[config.mk]
export PLATFORM = sky130hd
export DESIGN_NAME = mem_access_unit
export DESIGN_NICKNAME = d
export VERILOG_FILES = /design/src/rtl/codes.sv /design/src/rtl/mem_lane_align.sv /design/src/rtl/mem_access_unit.sv
export SDC_FILE = /design/constraint.sdc
export NUM_CORES = 1
export LEC_CHECK = 0
export CAP_MARGIN = 10
export CORE_MARGIN = 3
export CORE_UTILIZATION = 45
export CTS_CLUSTER_DIAMETER = 60
export DETAILED_ROUTE_END_ITERATION = 16
export GPL_TIMING_DRIVEN = 1
export PLACE_DENSITY_LB_ADDON = 0.1
export SLEW_MARGIN = 20
export SYNTH_ARGS = -nofsm -noshare
export SYNTH_HDL_FRONTEND = slang
export SYNTH_SLANG_ARGS = --single-unit
[constraint.sdc]
create_clock -name clk -period 3.03 [get_ports clk]
set_input_delay 0.606 -clock clk [delete_from_list [all_inputs] [get_ports clk]]
set_output_delay 0.606 -clock clk [all_outputs]
set_load 0.1 [all_outputs]
[src/rtl/codes.sv]
// codes: shared opcodes, memory-unit FSM states and bus types.
package codes;
  localparam int SIZE = 32;
  typedef logic [SIZE-1:0] size_t;
  typedef logic [3:0] byteenable_t;
  typedef enum logic [3:0] {
    OP_NOP, OP_ADD, OP_SUB, OP_LB, OP_LBU, OP_LH, OP_LHU, OP_LW, OP_SB, OP_SH, OP_SW
  } opcode_t;
  typedef enum logic [2:0] {IDLE, RD_REQ, RD_DATA, WR_REQ, DONE, FAULT} mem_state_t;
  function automatic logic is_load(opcode_t op);
    return op inside {OP_LB, OP_LBU, OP_LH, OP_LHU, OP_LW};
  endfunction
  function automatic logic is_store(opcode_t op);
    return op inside {OP_SB, OP_SH, OP_SW};
  endfunction
endpackage

[src/rtl/mem_lane_align.sv]
// mem_lane_align: byte-lane steering, byte enables, load extension and alignment check.
module mem_lane_align
  import codes::*;
(
  input  opcode_t     opcode,
  input  logic [1:0]  offset,
  input  size_t       write_data,
  input  size_t       read_data,
  output byteenable_t byteenable,
  output size_t       writedata,
  output size_t       load_data,
  output logic        misaligned
);
  logic is_byte, is_half, is_word;
  logic [7:0] rd_byte;
  logic [15:0] rd_half;
  always_comb begin
    is_byte = opcode inside {OP_LB, OP_LBU, OP_SB};
    is_half = opcode inside {OP_LH, OP_LHU, OP_SH};
    is_word = opcode inside {OP_LW, OP_SW};
    misaligned = (is_half && offset[0]) || (is_word && offset != 2'b00);
    byteenable = is_byte ? 4'b0001 << offset
               : is_half ? (offset[1] ? 4'b1100 : 4'b0011)
               : is_word ? 4'b1111 : 4'b0000;
    writedata = !is_store(opcode) ? '0
              : is_byte ? {24'b0, write_data[31:24]} << {offset, 3'b000}
              : is_half ? (offset[1] ? {write_data[31:16], 16'b0} : {16'b0, write_data[31:16]})
              : write_data;
    rd_byte = read_data[{offset, 3'b000} +: 8];
    rd_half = offset[1] ? read_data[31:16] : read_data[15:0];
    load_data = opcode == OP_LB  ? {{24{rd_byte[7]}}, rd_byte}
              : opcode == OP_LBU ? {24'b0, rd_byte}
              : opcode == OP_LH  ? {{16{rd_half[15]}}, rd_half}
              : opcode == OP_LHU ? {16'b0, rd_half}
              : read_data;
  end
endmodule

[src/rtl/mem_access_unit.sv]
// mem_access_unit: single-outstanding load/store master for an Avalon-style data port.
module mem_access_unit
  import codes::*;
(
  input  logic        clk,
  input  logic        reset_i,
  input  logic        start_i,
  input  opcode_t     opcode_i,
  input  size_t       address_i,
  input  size_t       write_data_i,
  output logic        busy_o,
  output logic        done_o,
  output logic        fault_o,
  output size_t       load_data_o,
  output size_t       avm_address_o,
  output logic        avm_read_o,
  output logic        avm_write_o,
  output byteenable_t avm_byteenable_o,
  output size_t       avm_writedata_o,
  input  logic        avm_waitrequest_i,
  input  size_t       avm_readdata_i
);
  mem_state_t state;
  opcode_t op_q, al_op;
  logic [1:0] off_q, al_off;
  byteenable_t al_be;
  size_t al_wdata, al_load;
  logic al_mis, accept;
  // In IDLE the aligner sees the live request; afterwards it sees the captured one.
  assign al_op = state == IDLE ? opcode_i : op_q;
  assign al_off = state == IDLE ? address_i[1:0] : off_q;
  assign accept = state == IDLE && start_i && (is_load(opcode_i) || is_store(opcode_i));
  assign busy_o = state != IDLE;
  assign done_o = state == DONE;
  assign fault_o = state == FAULT;
  mem_lane_align u_align (
    .opcode    (al_op),
    .offset    (al_off),
    .write_data(write_data_i),
    .read_data (avm_readdata_i),
    .byteenable(al_be),
    .writedata (al_wdata),
    .load_data (al_load),
    .misaligned(al_mis)
  );
  always_ff @(posedge clk) begin
    if (reset_i) begin
      state <= IDLE;
      op_q <= OP_NOP;
      off_q <= '0;
      load_data_o <= '0;
      avm_address_o <= '0;
      avm_byteenable_o <= '0;
      avm_writedata_o <= '0;
      avm_read_o <= 1'b0;
      avm_write_o <= 1'b0;
    end else begin
      case (state)
        IDLE: if (accept) begin
          op_q <= opcode_i;
          off_q <= address_i[1:0];
          if (al_mis) state <= FAULT;
          else begin
            state <= is_load(opcode_i) ? RD_REQ : WR_REQ;
            avm_address_o <= {address_i[31:2], 2'b00};
            avm_byteenable_o <= al_be;
            avm_writedata_o <= al_wdata;
            avm_read_o <= is_load(opcode_i);
            avm_write_o <= is_store(opcode_i);
          end
        end
        RD_REQ: if (!avm_waitrequest_i) begin
          state <= RD_DATA;
          avm_read_o <= 1'b0;
        end
        WR_REQ: if (!avm_waitrequest_i) begin
          state <= DONE;
          avm_write_o <= 1'b0;
        end
        RD_DATA: begin
          load_data_o <= al_load;
          state <= DONE;
        end
        default: state <= IDLE;
      endcase
    end
  end
endmodule

==> results.txt <==
status: finished clean
most common cell after layout, fill and taps aside: buf_4
final instance area: 8320 um2
kind of cell adding the most delay to the critical path: compound AO/OA/AOI/OAI gates
Non-Filler Instances: 1089
largest net degree at the start of global routing: 52
placed insts: 1072
adder and majority cell fraction of the synthesized area: 0%
Via-to-Cell Ratio: 5.86
Synth Area in Compound Gates: 31.2%
critical path, cell by cell: buf_4 > o31ai_1 > nand3_1 > a22oi_1 > clkbuf_2 > o21ai_0 > a21oi_1
layout cells sized above 1: 21.5%
ys async rst share: 0%
Main synth FF type: dfxtp_1
drt pass-1 iters: 7
warnings from Yosys: 0
largest family of logic cells by synthesized area: compound AO/OA/AOI/OAI gates
GRT overflow: 0
Antenna diodes: 0
Die X: 121 um
Synth Instances: 720
maximum fanout along the worst path: 9
routing usage on met3: 5.59%
LEAKAGE: 3.28 nW
Clock transition at path regs: 0.08 ns
most frequent cells in the layout: 143 x buf_4, 109 x dfxtp_1, 102 x clkdlybuf4s50_1
DP HPWL: 15100 um
Post-synth EDFFs: 0
H-tree depth: 3
total global-route track usage: 27.5%
Die Ht: 121 um
first-pass GRT wire length: 32700 um
DR WL/cell: 18.9 um
final wirelength: 20600 um
worst-margin pin slew: 0.895 ns
Fillers: 1093
Arrival @ worst endpoint: 2.90 ns
area delta synth->final: 39.1%
Post-CTS Setup Repair Bufs: 0
Crit. End Element: flip-flop
Pwr Density: 503 nW/um2
vias in the first global route: 6263
Max Cap Viol: 0
Clock Latency Late Sink: 0.36 ns
via count: 6383
Syn Std Cell Area: 5980 um2
clock root buffer: clkbuf_16
period utilisation layout: 85.9%
max_slew headroom: 40.0%
TritonCTS Sinks: 109
Seq/Total Area, Yosys: 36.5%
FMAX: 384 MHz
Final Skew: 0.00768 ns
Routed Antenna Nets: 0
post-synthesis xor/xnor area fraction: 1.03%
IO Port Bufs: 206
RSZ-0062 raised after global routing: no
DR DRC count: 0
Post-CTS Resized: 0
initial core utilization: 46.6%
Nets: 1016
Most Crowded Layer GR: met2
peak supply drop: 0.329 mV
pre-CTS setup slack: -0.0495 ns
Synth cell types: 73
FF+latch count, synth: 109
CTS buffer count: 9
Fin. Hold Viols: 0
endpoints failing setup: 0
Startpoint Class: flip-flop
fraction of synthesized area in multiplexers: 4.16%
core area: 12800 um2
Placed Instance Area: 8020 um2
Worst Hold Class: reg2reg
Die Area: 14700 um2
CTS tree: done
initial antenna violation count: 0
worst-case clock buffer depth: 2
post-synthesis simple-gate area fraction: 20.4%
Pins Over Slew Limit: 0
R2R Setup Slk: 0.43 ns
post-cts hold buffer count: 0
Final WS setup: 0.426 ns
worst path buffer plus inverter count: 2
Finished Core Util: 64.8%
required time worst endpoint: 3.32 ns
minimum clock period after layout: 2.60 ns
Max stage delay on crit path: 0.60 ns
I/O Pins: 209
row count: 41
GPL Wtd Cong: 0.876
initial drt markers: 549
met2 usage: 44.8%
grt met1 use: 35.8%
slowest CP cell: o31ai_1
kind of critical path: reg2reg
Avg Cell Area, Syn: 8.30 um2
synthesized netlist by cell type (10+ instances only):
master,count,area share (%)
a21o_1,13,1.6
a21oi_1,80,6.7
and3_1,10,1.0
buf_2,22,1.8
clkbuf_1,31,1.9
dfxtp_1,109,37
inv_1,15,0.94
mux2i_1,17,2.8
nand2_1,33,2.1
nand3_1,77,6.4
nor2_1,10,0.63
nor3b_1,19,2.4
o211ai_1,44,5.5
o21ai_0,86,7.2
power breakdown:
group / total, mW / switching (mW) / internal [mW] / leakage (nW)
Sequential: 1.56 / 0.0527 / 1.51 / 0.885
Clock: 1.21 / 0.592 / 0.615 / 0.148
Combinational: 1.42 / 0.973 / 0.446 / 2.25
worst register-to-register path, stage by stage, from the launching register on:
cell and delay (ns):
dfxtp_1 0.42, buf_4 0.22, o31ai_1 0.60, nand3_1 0.17, a22oi_1 0.56, clkbuf_2 0.30, o21ai_0 0.11, a21oi_1 0.16
worst paths after layout:
kind	from	to	cells past startpoint
worst max-delay path	state[0]	load_data_o[26]	7
worst min-delay path	avm_read_o	avm_read_o	2
worst max register to register	state[0]	load_data_o[26]	7
worst min register to register	avm_read_o	avm_read_o	2
logic make-up (layout without fill, tap and decap cells):
family / Yosys count / in the layout
other cells: 1 / 2
simple gates: 204 / 204
buf+inv: 85 / 281
xor+xnor: 7 / 7
mux: 24 / 24
flops: 109 / 109
compound gates: 290 / 290
state kept, by name (all words and copies together) (netlist names):
register / flops
avm_writedata_o: 32
state: 3
off_q: 2
avm_read_o: 1
avm_address_o: 30
load_data_o: 32
op_q: 4
avm_write_o: 1
avm_byteenable_o: 4
layout make-up:
type / instances / area [um2] / area share, %
inverter: 16 / 60.1 / 0.722
multi-input combinational: 527 / 3420 / 41.1
tap: 172 / 215 / 2.59
timing repair buffer: 249 / 2140 / 25.8
clock buffer: 11 / 253 / 3.04
sequential: 109 / 2180 / 26.2
clock inverter: 5 / 42.5 / 0.512
stage by stage:
stage	power [mW]	hold slack [ns]	setup TNS [ns]
floorplan	2.57	0.463	0
global placement	2.99	0.455	0
detailed placement	3.00	0.463	-0.150
CTS	4.20	0.474	0
global route	4.35	0.497	0
finish	4.18	0.467	0
per-layer routing:
metal,routed length (um),share of wire [%]
met4,540,2.6
met5,0,0
met3,1470,7.1
met1,8700,42
met2,9920,48
No activity file was read; power rests on OpenSTA's default activity.
